--- src/rtl/rr_arb_pkg.sv ---
// Shared types and helpers for the round-robin ring arbiter.
package rr_arb_pkg;

    typedef enum logic {
        IDLE  = 1'b0,
        GRANT = 1'b1
    } arb_state_t;

    // Widest requester vector the helpers are written for.
    localparam int MAX_REQ = 16;

    // Width of the hold counter used by the optional timeout.
    localparam int HOLD_W = 8;

    // Index width for an n-requester arbiter; never narrower than one bit.
    function automatic int idx_width(input int n);
        return (n > 1) ? $clog2(n) : 1;
    endfunction

    // Rotate an n-bit one-hot vector left by one, bit n-1 wrapping to bit 0.
    function automatic logic [MAX_REQ-1:0] rotl1(input logic [MAX_REQ-1:0] v, input int n);
        logic [MAX_REQ-1:0] r;
        r = '0;
        for (int i = 0; i < MAX_REQ; i++) begin
            if (i < n) begin
                r[(i + 1 == n) ? 0 : i + 1] = v[i];
            end
        end
        return r;
    endfunction

endpackage

--- src/rtl/rr_ring_ptr.sv ---
// One-hot priority pointer: resets to requester 0 and, on advance,
// loads the released grant rotated left by one so its owner drops to
// lowest priority.
module rr_ring_ptr
    import rr_arb_pkg::*;
#(
    parameter int N = 4
) (
    input  logic         clk,
    input  logic         reset_n,
    input  logic         advance,
    input  logic [N-1:0] grant,
    output logic [N-1:0] ptr
);

    // Ring register: async reset to 1, rotate-load on release only.
    always_ff @(posedge clk or negedge reset_n) begin
        if (!reset_n) begin
            ptr <= N'(1);
        end else if (advance) begin
            ptr <= N'(rotl1(MAX_REQ'(grant), N));
        end
    end

endmodule

--- src/rtl/rr_ring_arbiter.sv ---
// Round-robin arbiter with one-hot rotating priority and registered
// one-hot grant. Grant is held while the winner keeps requesting.
// Optional forced release after MAX_HOLD grant cycles is compiled in
// with the macro RR_RING_ARBITER_TIMEOUT_EN; without it timeout is 0.
module rr_ring_arbiter
    import rr_arb_pkg::*;
#(
    parameter  int N        = 4,
    parameter  int MAX_HOLD = 8,
    localparam int IDX_W    = idx_width(N)
) (
    input  logic             clk,
    input  logic             reset_n,
    input  logic [N-1:0]     req,
    output logic [N-1:0]     grant,
    output logic [IDX_W-1:0] grant_idx,
    output logic             busy,
    output logic             timeout
);

    arb_state_t       state;
    logic [N-1:0]     ptr;
    logic [IDX_W-1:0] ptr_pos;
    logic [N-1:0]     sel;
    logic [IDX_W-1:0] sel_idx;
    logic             found;
    logic             req_held;
    logic             force_rel;
    logic             release_now;

    function automatic int wrap_add(input int p, input int k);
        return (p + k >= N) ? p + k - N : p + k;
    endfunction

    // Binary position of the one-hot priority pointer.
    always_comb begin
        ptr_pos = '0;
        for (int i = 0; i < N; i++) begin
            if (ptr[i]) ptr_pos = IDX_W'(i);
        end
    end

    // First requester at or above the pointer, wrapping past N-1 to 0.
    always_comb begin
        sel     = '0;
        sel_idx = '0;
        found   = 1'b0;
        for (int k = 0; k < N; k++) begin
            if (!found && req[wrap_add(int'(ptr_pos), k)]) begin
                found                            = 1'b1;
                sel[wrap_add(int'(ptr_pos), k)]  = 1'b1;
                sel_idx                          = IDX_W'(wrap_add(int'(ptr_pos), k));
            end
        end
    end

    assign req_held = |(req & grant);

`ifdef RR_RING_ARBITER_TIMEOUT_EN
    logic [HOLD_W-1:0] hold_cnt;
    logic              timeout_q;

    assign force_rel = (state == GRANT) && (hold_cnt == HOLD_W'(MAX_HOLD - 1));
    assign timeout   = timeout_q;
`else
    assign force_rel = 1'b0;
    assign timeout   = 1'b0;
`endif

    assign release_now = (state == GRANT) && (force_rel || !req_held);

    rr_ring_ptr #(.N(N)) u_ptr (
        .clk     (clk),
        .reset_n (reset_n),
        .advance (release_now),
        .grant   (grant),
        .ptr     (ptr)
    );

    // Arbitration FSM with registered grant, index, busy and timeout.
    always_ff @(posedge clk or negedge reset_n) begin
        if (!reset_n) begin
            state     <= IDLE;
            grant     <= '0;
            grant_idx <= '0;
            busy      <= 1'b0;
`ifdef RR_RING_ARBITER_TIMEOUT_EN
            hold_cnt  <= '0;
            timeout_q <= 1'b0;
`endif
        end else begin
`ifdef RR_RING_ARBITER_TIMEOUT_EN
            timeout_q <= 1'b0;
`endif
            case (state)
                IDLE: begin
                    if (found) begin
                        grant     <= sel;
                        grant_idx <= sel_idx;
                        busy      <= 1'b1;
                        state     <= GRANT;
`ifdef RR_RING_ARBITER_TIMEOUT_EN
                        hold_cnt  <= '0;
`endif
                    end
                end
                GRANT: begin
                    if (release_now) begin
                        grant     <= '0;
                        grant_idx <= '0;
                        busy      <= 1'b0;
                        state     <= IDLE;
`ifdef RR_RING_ARBITER_TIMEOUT_EN
                        timeout_q <= force_rel;
`endif
                    end else begin
`ifdef RR_RING_ARBITER_TIMEOUT_EN
                        hold_cnt  <= hold_cnt + 1'b1;
`endif
                    end
                end
                default: state <= IDLE;
            endcase
        end
    end

endmodule

--- config.mk ---
export PLATFORM = sky130hd
export DESIGN_NAME = rr_ring_arbiter
export DESIGN_NICKNAME = d
export VERILOG_FILES = /design/src/rtl/rr_arb_pkg.sv /design/src/rtl/rr_ring_ptr.sv /design/src/rtl/rr_ring_arbiter.sv
export SDC_FILE = /design/constraint.sdc
export NUM_CORES = 1
export LEC_CHECK = 0
export CORE_UTILIZATION = 58
export CTS_BUF_LIST = sky130_fd_sc_hd__clkbuf_16
export CTS_CLUSTER_DIAMETER = 50
export DETAILED_ROUTE_END_ITERATION = 8
export PLACE_DENSITY = 0.84
export RECOVER_POWER = 100
export SYNTH_ARGS = -nofsm -noshare
export SYNTH_HDL_FRONTEND = slang
export SYNTH_HIERARCHICAL = 1
export SYNTH_SLANG_ARGS = --single-unit
--- constraint.sdc ---
create_clock -name clk -period 6.4 [get_ports clk]
set_clock_uncertainty 0.2 [all_clocks]
set_input_delay 1.28 -clock clk [delete_from_list [all_inputs] [get_ports clk]]
set_output_delay 1.28 -clock clk [all_outputs]
set_load 0.05 [all_outputs]
Word-level counts from Yosys, hierarchy flattened:

Index checks and enable logic that the tools add are counted.

* register bits: 12
* input bits: 6
* output and inout port bits: 8
* logic and storage cells: 96

* add/sub/neg operators: 7
* $lt $le $gt $ge: 12
* equality and inequality tests: 2
* mux-type cells: 51
* bitwise operators: 5
* reduce and logical (&&, ||, !) cells: 14

Operators by type and width (number)
* $ge A32 B1 Y1 const B: 4
* $lt A32 B4 Y1 const B: 4
* $mux W32: 4
* $ge A32 B4 Y1 const B: 3
* $sub A32 B4 Y32 const B: 3
* $mux W4: 6
* $mux W1: 21
* $mux W2: 8
* $or A4 B4 Y4: 3
* $bmux W1 S2: 4
* $demux W1 S2: 4
* $logic_and A1 B1 Y1: 8
* $pmux W4 S2: 1
* $add A2 B2 Y3 const B: 2
* $and A4 B4 Y4: 1
* $logic_not A1 Y1: 4
* $pmux W1 S2: 2
* $pmux W2 S2: 1
* $reduce_or A4 Y1: 1
* $sub A2 B3 Y4 const B: 1
* $add A2 B1 Y3 const B: 1
* $ge A2 B3 Y1 const B: 1
* $ne A2 B1 Y1 const B: 1
* $ne A2 B2 Y1 const B: 1
* 2 further kinds: 2

Longest topological paths before layout:

Gate-level depths: netlist (run 1).

* depth in word-level cells: 20
* depth in mapped cells: 10
* gate-level depth less buffers: 9

Modules after synthesis:

The synthesis (run 1) kept the hierarchy.

Modules (own cells, without submodules)
* rr_ring_arbiter: instances 1, cells each 93, area each 874.6 µm², seq. area each 200.2 µm²
* rr_ring_ptr: instances 1, cells each 8, area each 146.4 µm², seq. area each 101.3 µm²

Worst setup path before layout (run 1):

Ideal clock, no wire load.

* kind: input to register
* from: input req[0]
* to: register u_ptr.ptr[1]
* library setup time: 125 ps
* arrival time: 2328 ps
* required time: 6075 ps
* setup slack: 3747 ps
* stages on the path: 4
* buffers on the path: 0
* cells stage by stage: a222oi_1 -> nand3_1 -> inv_1 -> mux2_2

* cells in the longest elaborated chain, start to end: 4

Ends and longest elaborated chain
* start: declaration: RTL line rr_ring_arbiter.sv:14 `input logic [N-1:0] req,`
* $and A4 B4 Y4: RTL line rr_ring_arbiter.sv:57 `assign req_held = |(req & grant);`
* $reduce_or A4 Y1: RTL line rr_ring_arbiter.sv:57
* $logic_not A1 Y1: RTL line rr_ring_arbiter.sv:70 `assign release_now = (state == GRANT) && (force_rel || !req_held);`
* $logic_and A1 B1 Y1: RTL line rr_ring_arbiter.sv:70
* net release_now: RTL line rr_ring_arbiter.sv:29 `logic release_now;`
* end signal: assignment: RTL line rr_ring_ptr.sv:21 `ptr <= N'(rotl1(MAX_REQ'(grant), N));`
* end: declaration: RTL line rr_ring_ptr.sv:13 `output logic [N-1:0] ptr`

The timed path passes the listed nets, and every way through them passes these cells.
A chain may end at the register's enable or synchronous reset.

Worst setup path after layout (run 1):

* from: input req[0]
* to: register grant[2]

* cells in the longest elaborated chain, start to end: 15
* elaborated cells on any way between the ends: 38
* classes of those cells: 2 x eq/ne; 22 x mux; 4 x bitwise; 10 x reduce/logical

Ends and longest elaborated chain
* $bmux W1 S2: RTL line rr_ring_arbiter.sv:49 `if (!found && req[wrap_add(int'(ptr_pos), k)]) begin`
* $mux W1 (not written as such) (2 in series): RTL line rr_ring_arbiter.sv:49
* $mux W1: RTL line rr_ring_arbiter.sv:49
* $logic_not A1 Y1: RTL line rr_ring_arbiter.sv:49
* $logic_and A1 B1 Y1: RTL line rr_ring_arbiter.sv:49
* $mux W1: RTL line rr_ring_arbiter.sv:49
* $logic_not A1 Y1: RTL line rr_ring_arbiter.sv:49
* $logic_and A1 B1 Y1: RTL line rr_ring_arbiter.sv:49
* $mux W1: RTL line rr_ring_arbiter.sv:49
* $logic_not A1 Y1: RTL line rr_ring_arbiter.sv:49
* $logic_and A1 B1 Y1: RTL line rr_ring_arbiter.sv:49
* $mux W4 / $mux W1 (equally long branches): RTL line rr_ring_arbiter.sv:49
* $mux W4 / $ne A2 B2 Y1 (equally long branches)
* $pmux W4 S2 / $reduce_and A2 Y1 (equally long branches)
* end signal: assignment: RTL line rr_ring_arbiter.sv:98 `grant <= sel;`
* end: declaration: RTL line rr_ring_arbiter.sv:15 `output logic [N-1:0] grant,`

Several ways; a longest one is shown, not always the timed one. The select of a mux whose other input is x is not followed.

==> reports/results.txt, run 1 <==
run status = finished, final reports clean
critical path's slowest cell = o211ai_1
CP endpoint kind = register
Skew-Pair Late Insertion Delay = 0.24 ns
total CTS buffers = 3
gr ovfl total = 0
Syn. warnings = 6
setup bufs post-CTS = 0
Slew Limit Headroom = 42.1%
final setup fails = 0
CP max FO = 13
unrepaired setup endpoints after global routing = no
Layout fillers = 113
num rows = 14
min-delay worst type = register to register
Leak = 0.517 nW
die span in y = 43.2 um
cell repeated most along the worst path = mux2i_1
die area = 1860 sq um
TritonCTS Sinks = 11
Fin. Hold Viols = 0
wire per inst = 17.9 um
pwr dens = 609 nW/um^2
worst-path cell chain = dlygate4sd3_1 -> mux2i_1 -> o211ai_1 -> nand3b_1 -> o21ba_1 -> mux2i_1
# H-tree levels = 1
Final period util = 57.9%
drt total wl = 2270 um
Critical Path Source Type = primary input
maximum VDD drop = 0.315 mV
Tmin final = 3.70 ns
max-slew violations = 0
TNS Setup = 0 ns
hold buffer count at cts = 0
Worst Path Required = 6.35 ns
GRT Total Usage = 26.9%
DRC viols = 0
syn_nets = 113
vias in the first global route = 811
CP max stage delay = 0.71 ns
Hold Startpoint = busy$_DFFE_PN0P_
Detailed Place HPWL = 1570 um
Max Clock Freq = 270 MHz
DR iter-0 viols = 38
core area = 1540 sq um
clock slew at reported path FFs = 0.04 ns
IO Count = 14
Setup CP Type = primary input to register
TritonCTS clock tree = yes
Final nets = 126
vias = 794
worst r2r src = u_ptr/ptr[3]$_DFFE_PN0P_
die width = 43.2 um
post-layout util = 74.4%
CTS root buf = clkbuf_16
layout cells sized above 1 = 13.5%
Area Overhead vs Synth = 16.5%
CTS max path bufs = 2
Antenna Nets Post-Route = 0
Starting Density = 63.8%
syn_area_per_cell = 9.93 sq um
buffers plus inverters on the worst setup path = 1
Via-to-Cell Ratio = 6.25
measured slew at the worst slew-check pin = 0.865 ns
Gate Count Post-Synth = 99
Pre-Repair DR Iteration Count = 4
MaxCap Viol Count = 0
CTS resizes = 0
largest net degree at the start of global routing = 14
family with the most delay on the worst path = compound AO/OA/AOI/OAI gates
Synth Cell Area = 983 sq um
Ant. Diodes = 0
first-pass GRT wire length = 3660 um
initial antenna violation count = 0
crit path DAT = 3.66 ns
# port buffers = 12
Final Wtd Congestion = 0.879
crit path from = req[0]
-- cells in the final DEF (no fill, tap or decap), types with 2 or more instances in the layout --
| cell type | instances |
|---|---|
| nand2_1 | 12 |
| nor2_1 | 5 |
| nand3_1 | 2 |
| o31ai_1 | 4 |
| dfrtp_1 | 11 |
| inv_1 | 9 |
| ha_1 | 8 |
| o21ai_4 | 2 |
| dlygate4sd3_1 | 9 |
| mux2i_1 | 7 |
| o21ai_0 | 2 |
| a21oi_1 | 2 |
| clkbuf_16 | 3 |
| o211ai_1 | 2 |
| a221oi_1 | 4 |
| clkdlybuf4s50_1 | 3 |
| mux2_2 | 4 |
| nand3b_1 | 2 |
| nor2b_1 | 2 |
-- sequential cells by signal, indices dropped and copies added, names as in the netlist --
register   cells
busy           1
grant_idx      2
state          1
grant          4
u_ptr/ptr      3
-- power breakdown --
part | internal [mW] | switching (mW) | leakage, nW
clock | 0.0819 | 0.0304 | 0.0423
combinational | 0.181 | 0.278 | 0.334
sequential | 0.0967 | 0.0299 | 0.141
-- final timing paths --
| check | endpoint | slack (ns) | cells past startpoint |
|---|---|---|---|
| max in group asynchronous | u_ptr/ptr[3]$_DFFE_PN0P_ | 4.44 | 1 |
| worst min-delay path | busy$_DFFE_PN0P_ | 0.28 | 1 |
| worst max-delay path | grant[2]$_DFFE_PN0P_ | 2.70 | 6 |
| worst min register to register | busy$_DFFE_PN0P_ | 0.28 | 1 |
| min in group asynchronous | grant[1]$_DFFE_PN0P_ | 1.24 | 1 |
| worst max register to register | grant[0]$_DFFE_PN0P_ | 3.50 | 6 |
-- per-layer routing --
layer	part of all wire [%]	GRT usage, %
met2	50	45.7
met3	4.4	3.40
met4	3.0	15.8
met5	0	0
met1	42	31.8
-- through the flow --
stage	hold WS, ns	std cells	total power [mW]	cell area (sq um)	setup slack, ns
floorplan	0.352	99	0.508	983	3.75
global placement	0.266	123	0.577	1090	3.04
detailed placement	0.271	123	0.591	1090	2.95
CTS	0.294	127	0.712	1160	3.12
global route	0.300	127	0.743	1150	2.54
finish	0.278	127	0.698	1150	2.70
-- layout make-up --
| type | instances | area, sq um | share of cell area [%] |
|---|---|---|---|
| Tap cell | 16 | 20.0 | 1.75 |
| Clock inverter | 1 | 3.75 | 0.328 |
| Inverter | 9 | 36.3 | 3.17 |
| Sequential cell | 11 | 275 | 24.0 |
| Timing Repair Buffer | 12 | 120 | 10.5 |
| Multi-Input combinational cell | 75 | 616 | 53.7 |
| Clock buffer | 3 | 75.1 | 6.55 |
No activity file was read; power rests on OpenSTA's default activity.
==> run 2: changes to the inputs <==
- CORE_UTILIZATION: 58 -> 48
- PLACE_DENSITY: 0.84 -> 0.74
- clock period: 6.4 -> 3.1 ns (I/O delays scaled with it)
==> reports/results.txt, run 2 (synthesis gave the netlist of run 1 again) <==
# H-tree levels = 1
critical path's slowest cell = dfrtp_1
CP max stage delay = 0.48 ns
unrepaired setup endpoints after global routing = no
Final period util = 91.0%
TritonCTS clock tree = yes
worst r2r src = u_ptr/ptr[3]$_DFFE_PN0P_
die width = 47.3 um
min-delay worst type = register to register
maximum VDD drop = 0.623 mV
CTS max path bufs = 2
gr ovfl total = 0
TritonCTS Sinks = 11
Hold Crit Depth = 1
Worst R2R Path Depth = 8
GRT Total Usage = 19.8%
Area Overhead vs Synth = 20.1%
Starting Density = 50.6%
Fin. Hold Viols = 0
CTS root buf = clkbuf_16
register name with the most flops = grant
Pre-Repair DR Iteration Count = 4
pwr dens = 1230 nW/um^2
Tmin final = 2.82 ns
combinational power share = 66.2%
die area = 2230 sq um
Worst Path Required = 3.02 ns
DR iter-0 viols = 17
crit path DAT = 2.74 ns
Leak = 0.523 nW
clock slew at reported path FFs = 0.04 ns
internal reg-to-reg setup slack = 0.28 ns
Final nets = 127
drt total wl = 2070 um
switching share of power = 47.8%
DRC viols = 0
final setup fails = 0
family with the most delay on the worst path = compound AO/OA/AOI/OAI gates
Via-to-Cell Ratio = 5.68
Largest register FFs = 4
Setup WS post-layout = 0.280 ns
Net Switching = 0.693 mW
r2r endpoint = grant_idx[1]$_DFFE_PN0P_
share of power burned in registers = 17.8%
CP endpoint kind = register
buffers plus inverters on the worst setup path = 0
num rows = 16
Clk pwr share = 16.0%
CP max FO = 9
measured slew at the worst slew-check pin = 0.505 ns
wire per inst = 14.9 um
Setup CP Type = register to register
initial antenna violation count = 0
CTS resizes = 0
Antenna Nets Post-Route = 0
Setup WS pre-CTS = 0.275 ns
first-pass GRT wire length = 2940 um
die span in y = 47.3 um
max-slew violations = 0
Int Power = 0.757 mW
setup bufs post-CTS = 0
Final Wtd Congestion = 0.808
Detailed Place HPWL = 1610 um
Skew-Pair Late Insertion Delay = 0.24 ns
worst-path cell chain = or2_0 -> ha_1 -> mux2i_1 -> o21ai_0 -> o21ai_4 -> nand3b_1 -> o21ba_1 -> o32a_1
Max Clock Freq = 355 MHz
Hold Startpoint = busy$_DFFE_PN0P_
IO Count = 14
vias = 790
Ant. Diodes = 0
Critical Path Source Type = register
TNS Setup = 0 ns
hold buffer count at cts = 0
largest net degree at the start of global routing = 14
run status = finished, final reports clean
most frequent cells in the layout = 12 x nand2_1, 11 x dfrtp_1, 9 x inv_1, 9 x dlygate4sd3_1, 8 x ha_1
total CTS buffers = 3
WHS Endpoint = busy$_DFFE_PN0P_
Regs by FF count = grant x4, u_ptr/ptr x3, grant_idx x2
vias in the first global route = 653
MaxCap Viol Count = 0
core area = 1940 sq um
Slew Limit Headroom = 66.2%
# port buffers = 12
layout cells sized above 1 = 15.2%
most common cell after layout, fill and taps aside = nand2_1
run 2: worst max-delay path by stage:
stage	startpoint	endpoint	slack, ns	cells after the start
final	u_ptr/ptr[3]$_DFFE_PN0P_	grant_idx[1]$_DFFE_PN0P_	0.28	8
after global routing	u_ptr/ptr[3]$_DFFE_PN0P_	grant_idx[1]$_DFFE_PN0P_	0.15	8
after CTS	u_ptr/ptr[3]$_DFFE_PN0P_	grant_idx[1]$_DFFE_PN0P_	0.32	8
after detailed placement	req[0]	grant[2]$_DFFE_PN0P_	0.28	6
after global placement	req[0]	grant[3]$_DFFE_PN0P_	0.29	6
after floorplan	u_ptr/ptr[3]$_DFFE_PN0P_	grant[0]$_DFFE_PN0P_	0.57	7
run 2: layout make-up:
type                            count  area (sq um)
Fill cell                         173           761
Multi-Input combinational cell     75           629
Sequential cell                    11           275
Timing Repair Buffer               13           128
Clock buffer                        3          75.1
Inverter                            9          36.3
Tap cell                           27          33.8
Clock inverter                      1          3.75
run 2: per-layer routing:
metal | track usage [%] | wire length (um)
met2 | 28.2 | 1000
met5 | 0 | 0
met1 | 26.8 | 975
met4 | 13.7 | 39
met3 | 3.46 | 54
run 2: power groups by stage:
stage	combinational [mW]	sequential (mW)	clock, mW
2_1_floorplan	0.696	0.353	0
3_3_place_gp	0.960	0.258	0
3_5_place_dp	0.974	0.261	0
4_1_cts	0.980	0.260	0.232
5_1_grt	1.03	0.266	0.240
6_report	0.960	0.259	0.232
run 2: per-stage QoR:
| step | instance area (sq um) | utilization [%] | total power, mW | hold slack (ns) | cells |
|---|---|---|---|---|---|
| final | 1180 | 60.8 | 1.45 | 0.281 | 139 |
| after global routing | 1180 | 60.8 | 1.54 | 0.316 | 139 |
| after CTS | 1190 | 61.1 | 1.47 | 0.290 | 139 |
| after detailed placement | 1110 | 57.0 | 1.24 | 0.277 | 135 |
| after global placement | 1110 | 57.0 | 1.22 | 0.260 | 135 |
| after floorplan | 983 | - | 1.05 | 0.124 | 99 |
